--- config.mk ---
export PLATFORM = sky130hd
export DESIGN_NAME = led_blink_multi
export DESIGN_NICKNAME = d
export VERILOG_FILES = /design/src/rtl/led_blink_pkg.sv /design/src/rtl/led_blink_chan.sv /design/src/rtl/led_blink_multi.sv
export SDC_FILE = /design/constraint.sdc
export NUM_CORES = 1
export LEC_CHECK = 0
export CORE_MARGIN = 2
export CORE_UTILIZATION = 60
export CTS_CLUSTER_SIZE = 25
export DETAILED_ROUTE_END_ITERATION = 8
export PLACE_DENSITY = 0.78
export SETUP_SLACK_MARGIN = 0.02
export SLEW_MARGIN = 20
export SYNTH_ARGS = -nofsm -noshare
export SYNTH_HDL_FRONTEND = slang
export SYNTH_HIERARCHICAL = 1
export SYNTH_SLANG_ARGS = --single-unit
--- constraint.sdc ---
create_clock -name i_Clk -period 4.7 [get_ports i_Clk]
set_clock_uncertainty 0.15 [all_clocks]
set_input_delay 0.705 -clock i_Clk [delete_from_list [all_inputs] [get_ports i_Clk]]
set_output_delay 0.705 -clock i_Clk [all_outputs]
set_load 0.02 [all_outputs]
--- src/rtl/led_blink_pkg.sv ---
// ============================================================================
// Module      : led_blink_pkg
// Description : Shared mode encoding and index-width helper for the LED blinker.
// Revision    : 1.0
// ============================================================================
`default_nettype none

package led_blink_pkg;

    typedef enum logic [1:0] {
        LED_OFF   = 2'd0,
        LED_ON    = 2'd1,
        LED_BLINK = 2'd2,
        LED_BURST = 2'd3
    } led_mode_t;

    localparam int c_CH_IDX_MIN_W = 1;

    // A single channel still needs a one-bit index port.
    function automatic int ch_idx_w(input int num_ch);
        return ($clog2(num_ch) > c_CH_IDX_MIN_W) ? $clog2(num_ch) : c_CH_IDX_MIN_W;
    endfunction

endpackage

`default_nettype wire

--- src/rtl/led_blink_chan.sv ---
// ============================================================================
// Module      : led_blink_chan
// Description : One LED channel: mode FSM, half-period counter, burst counter.
// Revision    : 1.0
// ============================================================================
`default_nettype none

module led_blink_chan
    import led_blink_pkg::*;
#(
    parameter int CNT_WIDTH   = 24,
    parameter int BURST_WIDTH = 8
) (
    input  logic                   i_Clk,
    input  logic                   i_Rst_L,
    input  logic                   i_Wr,
    input  logic [1:0]             i_Mode,
    input  logic [CNT_WIDTH-1:0]   i_Half_Period,
    input  logic [BURST_WIDTH-1:0] i_Burst,
    input  logic                   i_Sync,
    output logic                   o_LED,
    output logic                   o_Busy
);

    localparam logic [CNT_WIDTH-1:0]   c_CNT_ONE   = CNT_WIDTH'(1);
    localparam logic [BURST_WIDTH-1:0] c_BURST_ONE = BURST_WIDTH'(1);

    led_mode_t              mode_q, mode_d;
    logic [CNT_WIDTH-1:0]   cnt_q, cnt_d;
    logic [CNT_WIDTH-1:0]   half_q, half_d;
    logic [BURST_WIDTH-1:0] rem_q, rem_d;
    logic                   led_q, led_d;

    logic [CNT_WIDTH-1:0]   w_h_eff;
    logic                   w_terminal;
    logic                   w_running;

    always_comb begin
        w_h_eff    = (half_q == '0) ? c_CNT_ONE : half_q;
        w_terminal = (cnt_q == (w_h_eff - c_CNT_ONE));
        w_running  = (mode_q == LED_BLINK) || (mode_q == LED_BURST);
    end

    always_ff @(posedge i_Clk or negedge i_Rst_L) begin
        if (!i_Rst_L) begin
            mode_q <= LED_OFF;
            cnt_q  <= '0;
            half_q <= c_CNT_ONE;
            rem_q  <= '0;
            led_q  <= 1'b0;
        end else begin
            mode_q <= mode_d;
            cnt_q  <= cnt_d;
            half_q <= half_d;
            rem_q  <= rem_d;
            led_q  <= led_d;
        end
    end

    // Priority: config write, then sync, then free-running phase timing.
    always_comb begin
        mode_d = mode_q;
        cnt_d  = cnt_q;
        half_d = half_q;
        rem_d  = rem_q;
        led_d  = led_q;
        if (i_Wr) begin
            cnt_d  = '0;
            half_d = i_Half_Period;
            rem_d  = '0;
            case (led_mode_t'(i_Mode))
                LED_OFF: begin
                    mode_d = LED_OFF;
                    led_d  = 1'b0;
                end
                LED_ON: begin
                    mode_d = LED_ON;
                    led_d  = 1'b1;
                end
                LED_BLINK: begin
                    mode_d = LED_BLINK;
                    led_d  = 1'b1;
                end
                default: begin
                    if (i_Burst != '0) begin
                        mode_d = LED_BURST;
                        led_d  = 1'b1;
                        rem_d  = i_Burst;
                    end else begin
                        mode_d = LED_OFF;
                        led_d  = 1'b0;
                    end
                end
            endcase
        end else if (i_Sync && w_running) begin
            cnt_d = '0;
            led_d = 1'b1;
        end else if (w_running) begin
            if (w_terminal) begin
                cnt_d = '0;
                led_d = ~led_q;
                // A burst pulse completes on each falling toggle.
                if ((mode_q == LED_BURST) && led_q) begin
                    rem_d = rem_q - c_BURST_ONE;
                    if (rem_q == c_BURST_ONE) begin
                        mode_d = LED_OFF;
                        led_d  = 1'b0;
                    end
                end
            end else begin
                cnt_d = cnt_q + c_CNT_ONE;
            end
        end else begin
            cnt_d = '0;
        end
    end

    assign o_LED  = led_q;
    assign o_Busy = (mode_q == LED_BURST);

endmodule

`default_nettype wire

--- src/rtl/led_blink_multi.sv ---
// ============================================================================
// Module      : led_blink_multi
// Description : NUM_CH-channel LED blinker with a shared config write port.
//               Define LED_BLINK_SYNC_EN to add the i_Sync phase-align input.
// Revision    : 1.0
// ============================================================================
`default_nettype none

module led_blink_multi
    import led_blink_pkg::*;
#(
    parameter int NUM_CH      = 4,
    parameter int CNT_WIDTH   = 24,
    parameter int BURST_WIDTH = 8
) (
    input  logic                          i_Clk,
    input  logic                          i_Rst_L,
    input  logic                          i_Cfg_Wr,
    input  logic [ch_idx_w(NUM_CH)-1:0]   i_Cfg_Ch,
    input  logic [1:0]                    i_Cfg_Mode,
    input  logic [CNT_WIDTH-1:0]          i_Cfg_Half_Period,
    input  logic [BURST_WIDTH-1:0]        i_Cfg_Burst,
`ifdef LED_BLINK_SYNC_EN
    input  logic                          i_Sync,
`endif
    output logic [NUM_CH-1:0]             o_LED,
    output logic [NUM_CH-1:0]             o_Busy
);

    localparam int CH_W = ch_idx_w(NUM_CH);

    logic w_sync;

`ifdef LED_BLINK_SYNC_EN
    assign w_sync = i_Sync;
`else
    assign w_sync = 1'b0;
`endif

    // Indices at or above NUM_CH match no instance, so such writes are dropped.
    for (genvar n = 0; n < NUM_CH; n++) begin : g_chan
        logic w_wr;
        assign w_wr = i_Cfg_Wr && (i_Cfg_Ch == CH_W'(n));

        led_blink_chan #(
            .CNT_WIDTH   (CNT_WIDTH),
            .BURST_WIDTH (BURST_WIDTH)
        ) u_chan (
            .i_Clk         (i_Clk),
            .i_Rst_L       (i_Rst_L),
            .i_Wr          (w_wr),
            .i_Mode        (i_Cfg_Mode),
            .i_Half_Period (i_Cfg_Half_Period),
            .i_Burst       (i_Cfg_Burst),
            .i_Sync        (w_sync),
            .o_LED         (o_LED[n]),
            .o_Busy        (o_Busy[n])
        );
    end

endmodule

`default_nettype wire

### Word level (Yosys, flattened, before mapping)

Index checks and enable logic that the tools add are counted.

| storage, ports and cells | value |
|---|---|
| register bits after elaboration | 236 |
| input port bits | 39 |
| output and inout port bits | 8 |
| word-level logic and storage cells | 184 |

| operators by class | value |
|---|---|
| add/sub/neg operators | 12 |
| eq/ne operators | 21 |
| multiplexer cells | 78 |
| bitwise logic cells | 4 |
| reductions and logical operators | 49 |

Operator list:

| cell | number |
|---|---|
| $mux W24 | 16 |
| $mux W8 | 18 |
| $add A24 B1 Y24 const B | 4 |
| $eq A24 B24 Y1 | 4 |
| $logic_not A24 Y1 | 4 |
| $sub A24 B1 Y24 const B | 4 |
| $mux W2 | 21 |
| $eq A8 B1 Y1 const B | 4 |
| $reduce_bool A2 Y1 | 16 |
| $sub A8 B1 Y8 const B | 4 |
| $eq A2 B2 Y1 const B | 11 |
| $mux W1 | 21 |
| $reduce_and A4 Y1 | 4 |
| $reduce_and A3 Y1 | 4 |
| $logic_and A1 B1 Y1 | 8 |
| $reduce_and A2 Y1 | 4 |
| $reduce_bool A8 Y1 | 1 |
| $pmux W2 S3 | 1 |
| $eq A2 B1 Y1 const B | 2 |
| $logic_not A2 Y1 | 2 |
| $logic_or A1 B1 Y1 | 4 |
| $not A1 Y1 | 4 |
| $reduce_or A3 Y1 | 1 |
| $pmux W1 S2 | 1 |
| $reduce_or A2 Y1 | 1 |

### Depth between registers and ports, before layout

| logic depth | value |
|---|---|
| word-level depth | 7 |
| gate-level depth with buffers | 17 |
| depth with buffers taken out | 13 |

### By module

The synthesis kept the hierarchy.

Modules (own cells, without submodules):

| module | instances | cells an instance | area each (sq um) | sequential area each (sq um) |
|---|---|---|---|---|
| led_blink_chan (g_chan[0].u_chan ...) | 2 | 449 | 4279.1 | 1477.7 |
| led_blink_chan (g_chan[3].u_chan) | 1 | 430 | 4091.4 | 1477.7 |
| led_blink_chan (g_chan[2].u_chan) | 1 | 391 | 3971.3 | 1477.7 |
| led_blink_multi | 1 | 5 | 41.3 | 0.0 |

### Worst setup path after synthesis

OpenSTA, ideal clock, no wires.

| timing | value |
|---|---|
| path type | register -> register |
| start point | register g_chan[2].u_chan.half_q[5] |
| end point | register g_chan[2].u_chan.rem_q[1] |
| library setup time | 0.083 ns |
| arrival time | 3.892 ns |
| setup slack | 0.576 ns |
| stages on the path, launching flop included | 16 |
| path buffers | 2 |
| clock period less this slack | 4.124 ns |
| path through | dfrtp_1 -> buf_6 -> or4_4 -> buf_6 -> nor4_4 -> a41oi_1 -> ha_1 -> nor4b_1 -> and4_1 -> a21o_1 -> a32o_1 -> o21ai_0 -> nand4b_1 -> nor2_1 -> mux2_2 -> o21ai_0 |

| on the way | value |
|---|---|
| cells in the longest elaborated chain, start to end | 6 |

RTL lines:

| item | RTL line | RTL |
|---|---|---|
| from (decl) | led_blink_chan.sv:30 | `logic [CNT_WIDTH-1:0] half_q, half_d;` |
| from (signal assigned) | led_blink_chan.sv:48 | `half_q <= c_CNT_ONE;` |
| from (signal assigned) | led_blink_chan.sv:54 | `half_q <= half_d;` |
| $logic_not A24 Y1 | led_blink_chan.sv:39 | `w_h_eff = (half_q == '0) ? c_CNT_ONE : half_q;` |
| $mux W24 * | led_blink_chan.sv:39 |  |
| $sub A24 B1 Y24 * | led_blink_chan.sv:40 | `w_terminal = (cnt_q == (w_h_eff - c_CNT_ONE));` |
| $eq A24 B24 Y1 * | led_blink_chan.sv:40 |  |
| $reduce_bool A2 Y1 (no line) * | -- |  |
| $reduce_and A3 Y1 (no line) * | -- |  |
| to (signal assigned) | led_blink_chan.sv:55 | `rem_q <= rem_d;` |
| to (decl) | led_blink_chan.sv:31 | `logic [BURST_WIDTH-1:0] rem_q, rem_d;` |

Every way passes the cells marked *; elsewhere a longest branch is shown, timed or not.
A chain may end at the register's enable or synchronous reset.

### Worst setup path in the final report

| timing | value |
|---|---|
| start point | register g_chan[0].u_chan.half_q[20] |
| end point | register g_chan[0].u_chan.cnt_q[23] |

| on the way | value |
|---|---|
| cells in the longest elaborated chain, start to end | 7 |

RTL lines:

| item | RTL line | RTL |
|---|---|---|
| from (decl) | led_blink_chan.sv:30 |  |
| from (signal assigned) | led_blink_chan.sv:48 |  |
| from (signal assigned) | led_blink_chan.sv:54 |  |
| $logic_not A24 Y1 | led_blink_chan.sv:39 |  |
| $mux W24 * | led_blink_chan.sv:39 |  |
| $sub A24 B1 Y24 * | led_blink_chan.sv:40 |  |
| $eq A24 B24 Y1 * | led_blink_chan.sv:40 |  |
| $mux W24 * | led_blink_chan.sv:99 | `if (w_terminal) begin` |
| $mux W24 * | led_blink_chan.sv:98 | `end else if (w_running) begin` |
| $mux W24 * | led_blink_chan.sv:67 | `if (i_Wr) begin` |
| named net g_chan[0].u_chan.cnt_d[23] | led_blink_chan.sv:29 | `logic [CNT_WIDTH-1:0] cnt_q, cnt_d;` |
| to (signal assigned) | led_blink_chan.sv:53 | `cnt_q <= cnt_d;` |
| to (decl) | led_blink_chan.sv:29 |  |

The timed path passes the listed nets; every way through them passes the cells marked *.

==> metrics.md <==
| Metric | Value |
|---|---|
| Async SR Flop Fraction | `100%` |
| Syn Inst Count | `1724` |
| Hold Buf Count CTS | `0` |
| # rows | `61` |
| Clock transition at path regs | `0.06 ns` |
| Final setup viols | `0` |
| CTS Buf Count | `27` |
| Global-route wire length before repair | `70800 um` |
| Final WS setup | `0.245 ns` |
| Main synth FF type | `dfrtp_1` |
| Simple-gate share of the synthesized area | `28.3%` |
| DRC viols | `0` |
| Worst slack, placed | `0.211 ns` |
| Initial drt markers | `1162` |
| Initial antenna violation count | `0` |
| Worst Hold Class | `in -> async` |
| GRT Overall Usage | `30.6%` |
| Power Density | `349 nW/um2` |
| Static Leak | `6.96 nW` |
| IO buf count | `46` |
| CP arrival | `4.71 ns` |
| Setup TNS | `0 ns` |
| Drt first pass iters | `6` |
| Die width | `171 um` |
| Period minus WS final | `4.45 ns` |
| Max VDD drop | `259 uV` |
| Synthesized-area fraction occupied by xor and xnor cells | `9.93%` |
| Clock insertion delay at the later pin of the skew report | `0.54 ns` |
| Yosys reg bits | `236` |
| Area grow syn2layout | `10.2%` |
| Vert. Die Dim | `171 um` |
| Hold Vio Cnt, Final | `0` |
| CTS tree | `yes` |
| Status | `complete, no violations` |
| Routability congestion estimate from global placement | `1.06` |
| Post-DRT Antenna Nets | `0` |
| Adder-Cell Fraction of Synth Area | `2.10%` |
| Largest net degree at the start of global routing | `119` |
| Antenna diode count | `0` |
| EDFF count, synth | `0` |
| Max Slew Vio Count | `0` |
| Part of the cycle the worst path needs | `94.8%` |
| Worst-Margin Slew | `1.01 ns` |
| Drt total wl | `44300 um` |
| Most frequent cells in the layout | `230 x dfrtp_1, 111 x nor2_1, 106 x nand2_1` |
| PostCTS Resize Cnt | `0` |
| Syn Area/Cell | `9.66 um2` |
| Commonest non-fill, non-tap cell in the layout | `dfrtp_1` |
| Ports | `47` |
| Final net count | `1827` |
| HPWL Detailed | `32000 um` |
| Largest family of logic cells by synthesized area | `simple AND/OR/NAND/NOR gates` |
| CP Max Fanout | `24` |
| Synth Warn # | `6` |
| Yosys top cell area share | `34.8%` |
| Slew margin rel. | `32.6%` |
| Max Root-Sink Buffers | `3` |
| Register area share after synthesis | `35.5%` |
| Share of cells above drive strength 1 | `18.5%` |
| Non-Filler Instances | `2157` |
| Post-CTS setup buffer count | `0` |
| Cell taking the most area after synthesis | `dfrtp_1` |
| Root Buffer | `clkbuf_16` |
| Max frequency | `224 MHz` |
| RSZ-0062 raised after global routing | `no` |
| Critical Path Sink Type | `flop` |
| Compound-Gate Fraction of Synth Area | `12.0%` |
| Die area | `29100 um2` |
| Vias per cell | `6.41` |
| Crit Path Category | `reg -> reg` |
| Area contributors post-synth | `dfrtp_1 35%, mux2_2 5.7%, xnor2_1 5.1%` |
| Core ar. | `27600 um2` |
| Vias in the first global route | `13.3k` |
| Cell area after synthesis | `16700 um2` |
| Placed Instances | `2109` |
| Startpoint Class | `flop` |
| Distinct cells, synth | `106` |
| Wire length per cell | `20.6 um` |
| Mux cell area share after synthesis | `6.77%` |
| Max Cap Viol | `0` |
| Initial Util | `60.5%` |
| Grt ovf | `0` |
| Via count | `13.8k` |
| Required time worst endpoint | `4.96 ns` |
| TritonCTS Sinks | `236` |
| H-tree Lvls | `1` |
critical path, cell delays in order, from the launching register on:
cell	delay (ns)
dfrtp_1	0.49
nor3_1	0.17
and2_1	0.24
a31oi_1	0.29
ha_1	0.29
nor4b_4	0.38
nand4_1	0.30
or3_4	0.47
a2111oi_4	0.39
nand3_1	0.11
o41ai_1	0.38
or3_2	0.22
buf_8	0.31
nor2_1	0.11
final timing paths:
| path | start | endpoint | slack, ns | depth (start not counted) |
|---|---|---|---|---|
| setup / recovery | g_chan[0].u_chan/half_q[20] | g_chan[0].u_chan/cnt_q[23] | 0.25 | 13 |
| hold / removal | i_Rst_L | g_chan[3].u_chan/cnt_q[12] | 0.05 | 1 |
| setup reg to reg | g_chan[0].u_chan/half_q[20] | g_chan[0].u_chan/cnt_q[23] | 0.25 | 13 |
| hold reg to reg | g_chan[1].u_chan/cnt_q[23] | g_chan[1].u_chan/cnt_q[23] | 0.41 | 2 |
| max in group asynchronous | i_Rst_L | g_chan[2].u_chan/half_q[5] | 3.30 | 2 |
| min in group i_Clk | g_chan[1].u_chan/cnt_q[23] | g_chan[1].u_chan/cnt_q[23] | 0.41 | 2 |
final cells by class:
type                       count  area [um2]
multi-input combinational   1336        9910
fill                        2136        9200
sequential                   236        5910
timing repair buffer          93         863
clock buffer                  31         721
tap                          378         473
inverter                      66         248
clock inverter                17         226
registers in the layout (all words and copies together) (netlist names):
name                  count
g_chan.u_chan/cnt_q      96
g_chan.u_chan/mode_q      8
g_chan.u_chan/o_LED       4
g_chan.u_chan/rem_q      32
g_chan.u_chan/half_q     96
metal layers:
metal	track usage, %	share of wire (%)	vias to the layer above
li1	-	-	6398
met1	43.2	44	6840
met2	47.7	45	496
met3	4.40	7.1	97
met4	11.7	4.1	0
met5	0	0	-
synth_stat cells, types with 22 or more instances:
cell type	instances
a21oi_1	26
a31oi_1	22
and3_1	30
clkbuf_1	36
dfrtp_1	232
ha_1	28
inv_1	66
mux2_2	85
nand2_1	106
nand3_1	90
nand4_1	48
nor2_1	111
nor2_4	53
nor3_1	72
nor4_1	36
o21ai_0	48
or3_1	24
xnor2_1	97
xor2_1	92
cell families (layout without fill, tap and decap cells):
| group | after synthesis | after routing |
|---|---|---|
| AOI/OAI and AO/OA | 264 | 264 |
| xor gates and xnor gates | 189 | 189 |
| adders and majority gates | 28 | 28 |
| buffers and inverters | 159 | 207 |
| DFF | 236 | 236 |
| muxes | 102 | 102 |
| other | 1 | 8 |
| and+or+nand+nor | 745 | 745 |
power breakdown:
| group | internal (W) | switching, W |
|---|---|---|
| Combinational | 0.000678 | 0.000882 |
| Clock | 0.00137 | 0.000865 |
| Sequential | 0.00226 | 0.000352 |
| Total | 0.00431 | 0.00210 |
through the flow:
| stage | hold WS (ns) | cell area [um2] | total power [W] | utilization (%) |
|---|---|---|---|---|
| final | 0.0535 | 18400 | 0.00641 | 66.6 |
| after global placement | 0.380 | 17400 | 0.00411 | 63.1 |
| after floorplan | 0.259 | 16700 | 0.00371 | - |
| after CTS | 0.143 | 18300 | 0.00641 | 66.5 |
| after global routing | 0.153 | 18400 | 0.00672 | 66.6 |
| after detailed placement | 0.399 | 17400 | 0.00416 | 63.1 |
No activity file was read; power rests on OpenSTA's default activity.
==> RTL edit 1, RTL diff (same settings) <==
Put a register stage on the output `o_Busy`, without a reset. The value now appears one clock later. The other outputs are not delayed to match.
--- a/src/rtl/led_blink_multi.sv
+++ b/src/rtl/led_blink_multi.sv
@@ -29,6 +29,8 @@
 
     localparam int CH_W = ch_idx_w(NUM_CH);
 
+    logic [NUM_CH-1:0] o_Busy_d;
+
     logic w_sync;
 
 `ifdef LED_BLINK_SYNC_EN
@@ -54,8 +56,12 @@
             .i_Burst       (i_Cfg_Burst),
             .i_Sync        (w_sync),
             .o_LED         (o_LED[n]),
-            .o_Busy        (o_Busy[n])
+            .o_Busy        (o_Busy_d[n])
         );
+    end
+
+    always_ff @(posedge i_Clk) begin
+        o_Busy <= o_Busy_d;
     end
 
 endmodule
Function: changed (Yosys sat finds a counterexample within 4 cycles, from zero or initial values and one cycle with i_Rst_L low).
==> RTL edit 1 against the original RTL <==
  * Count of clock-buffer cells in the layout rose by 10
  * Power rose by 1.7%
  * Fmax rose by 0.36%
  * Wire length fell by 1.0%
  * Clock power rose by 2%
  * Sequential cell count rose by 4
  * Cell area rose by 0.92%
  * Critical path depth rose by 1
  * Area after synthesis rose by 0.48%
  * Worst setup slack improved by 0.016 ns
  * Worst hold slack improved by 0.32 ns
  * Critical endpoint is now g_chan[2].u_chan/cnt_q[23]$_DFF_PN0_
  * Largest power group unchanged
==> RTL edit 1: results (changes against the original RTL) <==
metric,value,unit,change
synthArstFlopShare,98.3,%,-1.7 points
grt_pass1_vias,13200,,-0.59%
grt_pass1_wl,70400,um,-0.46%
switching_share,31.9,%,-0.85 points
synth_compound_area_share,12.0,%,-0.058 points
clk_pin_slew,0.06,ns,about the same
hpwl,32000,um,about the same
synth_ff_type,dfrtp_1,,
clock_buffer_count,41,,+32%
multi_input_cells,1336,,unchanged
hold_class,reg -> reg,,
dr.pass1.iters,6,,unchanged
min_from,g_chan[2].u_chan/mode_q[0]$_DFFE_PN0P_,,
synthAdderAreaFrac,2.09,%,-0.010 points
cts_buffers,27,,unchanged
nNetsFinal,1838,,+0.60%
synth_xor_area_share,9.89,%,-0.048 points
leakage,7.04,nW,+1.1%
crit_start,g_chan[2].u_chan/half_q[6]$_DFFE_PN0P_,,
clkLatencyLatePin,0.54,ns,about the same
signal_buffers,100,,+7.5%
max-vdd-ir-drop,0.000244,V,-5.7%
timing.critical_path.arrival,4.71,ns,about the same
cts_max_level,1,,unchanged
grt.total_usage,30.3,%,-0.29 points
n_fill_cell,2141,,+0.23%
synthTopCellsByArea,"dfrtp_1 (35%), mux2_2 (5.7%), xnor2_1 (5.1%)",,
nFlopsAndLatches,240,,+1.7%
clkPwrFrac,35.1,%,+0.2 points
inverters_excl_clock,66,,unchanged
status,"complete, no violations",,
place_inst,2116,,+0.33%
path_max_fanout,8,,-67%
yosysUniqueCellTypes,107,,+0.94%
syn_area_per_cell,9.69,um2,+0.25%
drt_iter0_drc,1223,,+5.2%
drive_gt1_share,18.4,%,-0.12 points
top_regs,"g_chan.u_chan/cnt_q (96), g_chan.u_chan/half_q (96), g_chan.u_chan/rem_q (32)",,
grt_max_degree,94,,-21%
slew_headroom,35.3,%,+2.7 points
clock_tree.buffer_depth,3,,unchanged
p_comb_share,24.2,%,
buffer_area_share,4.98,%,+0.28 points
place.gp.congestion,0.973,,-8.0%
seqCellArea,0.00599,mm2,+1.3%
ys_seq_area_share,35.8,%,+0.31 points
antenna_found_initial,0,,unchanged
wl,43900,um,-1.0%
clk_share,5.19,%,+0.027 points
vias_per_cell,6.35,,-0.96%
via_count,13800,,-0.41%
synthMuxAreaShare,6.73,%,-0.032 points
comb-power,0.00158,W,
multi_input_area_share,53.6,%,-0.40 points
-- RTL edit 1: cell types whose count changed after synthesis, sizes merged --
cell,unedited run,this run
dfxtp,0,4
-- RTL edit 1: per-layer routing --
metal	track usage [%]	wire length [um]	vias up
met5	0	0	-
met4	14.3	2280	0
met3	4.97	3110	110
met1	42.8	19400	6715
met2	45.4	19100	516
li1	-	-	6433
-- RTL edit 1: critical path, stage by stage (launching register included) --
cell and delay (ns):
dfrtp_1 0.48, or4_4 0.22, nor4_4 0.05, a41oi_1 0.29, ha_1 0.27, or4b_2 0.66, or4_4 0.46, a2111oi_4 0.36
o211ai_1 0.17, nor3_2 0.27, nand4b_4 0.20, nor2_2 0.19, or4_4 0.24, buf_4 0.22, nor2_1 0.06
-- RTL edit 1: path summary, 6_finish.rpt --
check	endpoint	slack [ns]	depth (start not counted)
hold reg to reg	o_Busy[2]$_DFF_P_	0.38	2
setup / recovery	g_chan[2].u_chan/cnt_q[23]$_DFF_PN0_	0.26	14
min in group asynchronous	g_chan[3].u_chan/cnt_q[8]$_DFF_PN0_	0.50	2
hold / removal	o_Busy[2]$_DFF_P_	0.38	2
max in group asynchronous	g_chan[0].u_chan/cnt_q[14]$_DFF_PN0_	2.85	3
setup reg to reg	g_chan[2].u_chan/cnt_q[23]$_DFF_PN0_	0.26	14
-- RTL edit 1: stage by stage --
| step | worst slack (ns) | area (um2) |
|---|---|---|
| final | 0.262 | 18500 |
| after detailed placement | 0.295 | 17500 |
| after floorplan | 0.576 | 16800 |
| after global placement | 0.411 | 17500 |
| after CTS | 0.263 | 18500 |
| after global routing | 0.0236 | 18500 |
-- RTL edit 1: what timing repair did --
action,4_1_cts,5_1_grt
endpoints found under the setup margin,0,42
resized for setup,0,5
endpoints found under the hold margin,44,0
hold buffers,1,0
setup buffers,0,3
==> RTL edit 2, RTL diff (config.mk and constraints unchanged) <==
Made on the original files. Add a define of `LED_BLINK_SYNC_EN`.
--- a/src/rtl/led_blink_multi.sv
+++ b/src/rtl/led_blink_multi.sv
@@ -5,6 +5,8 @@
 // Revision    : 1.0
 // ============================================================================
 `default_nettype none
+
+`define LED_BLINK_SYNC_EN
 
 module led_blink_multi
     import led_blink_pkg::*;
Ports: changed (added i_Sync); port bits go from 47 to 48. No check against the original RTL was run, so the function may have changed too.
==> RTL edit 2 against the original RTL <==
  * Wire length up 2.5%
  * Worst setup slack worse by 0.0013 ns
  * Cell area about the same
  * Non-clock buffer count up 7
  * Power down 0.94%
  * Area after synthesis about the same
  * Cell count down 0.28%
  * Sequential cell count unchanged
  * Global-route usage up 1.0 points
  * Critical endpoint is now g_chan[2].u_chan/rem_q[1]$_DFFE_PN0P_
  * Largest cell class unchanged
==> RTL edit 2: results (changes against the original RTL) <==
metric,value,unit,change
diodes,0,,unchanged
clk_pin_slew,0.06,ns,about the same
cts_max_level,1,,unchanged
wl,45400,um,+2.5%
clkLatencyLatePin,0.56,ns,+0.02 ns
place.gp.congestion,0.944,,-11%
hold_class,in -> async,,
grt.total_usage,31.6,%,+1.0 points
reg2reg_slack,0.24,ns,
n_fill_cell,2175,,+1.8%
clock-root-buffer,clkbuf_16,,
leakage,6.98,nW,+0.32%
synthMuxAreaShare,6.77,%,about the same
nNetsFinal,1828,,+0.055%
r2r_start,g_chan[2].u_chan/half_q[3]$_DFFE_PN0P_,,
vias_per_cell,6.46,,+0.79%
syn_area_per_cell,9.67,um2,about the same
yosysUniqueCellTypes,105,,-0.94%
ys_seq_area_share,35.5,%,about the same
synth_ff_type,dfrtp_1,,
drt_iter0_drc,1262,,+8.6%
dp_slack,0.172,ns,-0.0393 ns
hpwl,32600,um,+2.0%
grt_max_degree,115,,-3.4%
io_buffers,47,,+2.2%
synthTopCellsByArea,"dfrtp_1 (35%), mux2_2 (5.7%), xnor2_1 (5.1%)",,
slowest_delay,0.66,ns,+0.17 ns
via_count,13900,,+0.51%
synth_xor_area_share,9.94,%,about the same
timing.critical_path.arrival,4.76,ns,+0.05 ns
synth_compound_area_share,12.0,%,about the same
tightest_slew,1.00,ns,-0.00929 ns
dr.pass1.iters,5,,-1
ctsHoldBuffers,0,,unchanged
path_max_fanout,8,,-67%
synthArstFlopShare,100,%,unchanged
drive_gt1_share,19.1,%,+0.51 points
start_util,61.5,%,+0.99 points
synthAdderAreaFrac,2.10,%,about the same
crit_slowest_cell,or4b_2,,
place_inst,2096,,-0.62%
max-vdd-ir-drop,0.000307,V,+18%
top_regs,"g_chan.u_chan/cnt_q (96), g_chan.u_chan/half_q (96), g_chan.u_chan/rem_q (32)",,
status,"complete, no violations",,
grt_pass1_wl,72900,um,+3.0%
r2r_end,g_chan[2].u_chan/rem_q[1]$_DFFE_PN0P_,,
rr_worst_depth,13,,unchanged
cts_buffers,28,,+3.7%
## RTL edit 2: repair_timing
| action | 4_1_cts | 5_1_grt |
|---|---|---|
| endpoints found under the setup margin | 0 | 44 |
| setup buffers | 0 | 6 |
| resized for setup | 0 | 7 |
## RTL edit 2: power by group
part	internal, W	switching, W
registers	0.00226	0.000357
logic	0.000685	0.000888
clock network	0.00127	0.000885
## RTL edit 2: layout make-up
| cell class | count | share of cell area [%] |
|---|---|---|
| Clock buffer | 38 | 4.46 |
| Clock inverter | 11 | 0.538 |
| Inverter | 66 | 1.35 |
| Multi-Input combinational cell | 1328 | 53.9 |
| Sequential cell | 236 | 32.2 |
| Tap cell | 372 | 2.53 |
| Timing Repair Buffer | 100 | 5.03 |
## RTL edit 2: logic make-up (layout without fill, tap and decap cells)
group           count (synthesis)  after routing
compound gates                264            264
xor+xnor                      189            189
fa+ha+maj                      28             28
buf+inv                       159            215
flops                         236            236
mux                           102            102
simple gates                  745            745
## RTL edit 2: metal layers
layer	part of all wire (%)	global-route usage, %
met1	43	42.6
met2	46	50.1
met3	7.0	5.30
met4	4.8	14.1
met5	0	0
## RTL edit 2: worst max-delay path by stage
stage	from	to	slack, ns	cells after the start
final	g_chan[2].u_chan/half_q[3]$_DFFE_PN0P_	g_chan[2].u_chan/rem_q[1]$_DFFE_PN0P_	0.24	13
after global routing	g_chan[2].u_chan/half_q[3]$_DFFE_PN0P_	g_chan[2].u_chan/rem_q[1]$_DFFE_PN0P_	0.003	13
after CTS	g_chan[2].u_chan/half_q[6]$_DFFE_PN0P_	g_chan[2].u_chan/rem_q[1]$_DFFE_PN0P_	0.14	13
after detailed placement	g_chan[2].u_chan/half_q[5]$_DFFE_PN0P_	g_chan[2].u_chan/rem_q[1]$_DFFE_PN0P_	0.17	13
after global placement	g_chan[1].u_chan/half_q[5]$_DFFE_PN0P_	g_chan[1].u_chan/cnt_q[4]$_DFF_PN0_	0.29	13
after floorplan	g_chan[2].u_chan/half_q[5]$_DFFE_PN0P_	g_chan[2].u_chan/rem_q[1]$_DFFE_PN0P_	0.58	15
## RTL edit 2: worst reg2reg max path: cells and delay by family, from the launching register on
kind	cells	cell delay, ns
and+or+nand+nor	7	2.11
AOI/OAI and AO/OA	4	1.00
DFF	1	0.49
muxes	1	0.35
adders and majority gates	1	0.27
## RTL edit 2: metrics by stage
step / power (W) / hold slack [ns] / util (%) / cell area (um2)
4_1_cts: 0.00635 / 0.0853 / 67.5 / 18300
3_5_place_dp: 0.00417 / 0.395 / 64.1 / 17400
3_3_place_gp: 0.00413 / 0.379 / 64.1 / 17400
6_report: 0.00635 / 0.0408 / 67.8 / 18400
2_1_floorplan: 0.00371 / 0.259 / - / 16700
5_1_grt: 0.00665 / 0.131 / 67.8 / 18400
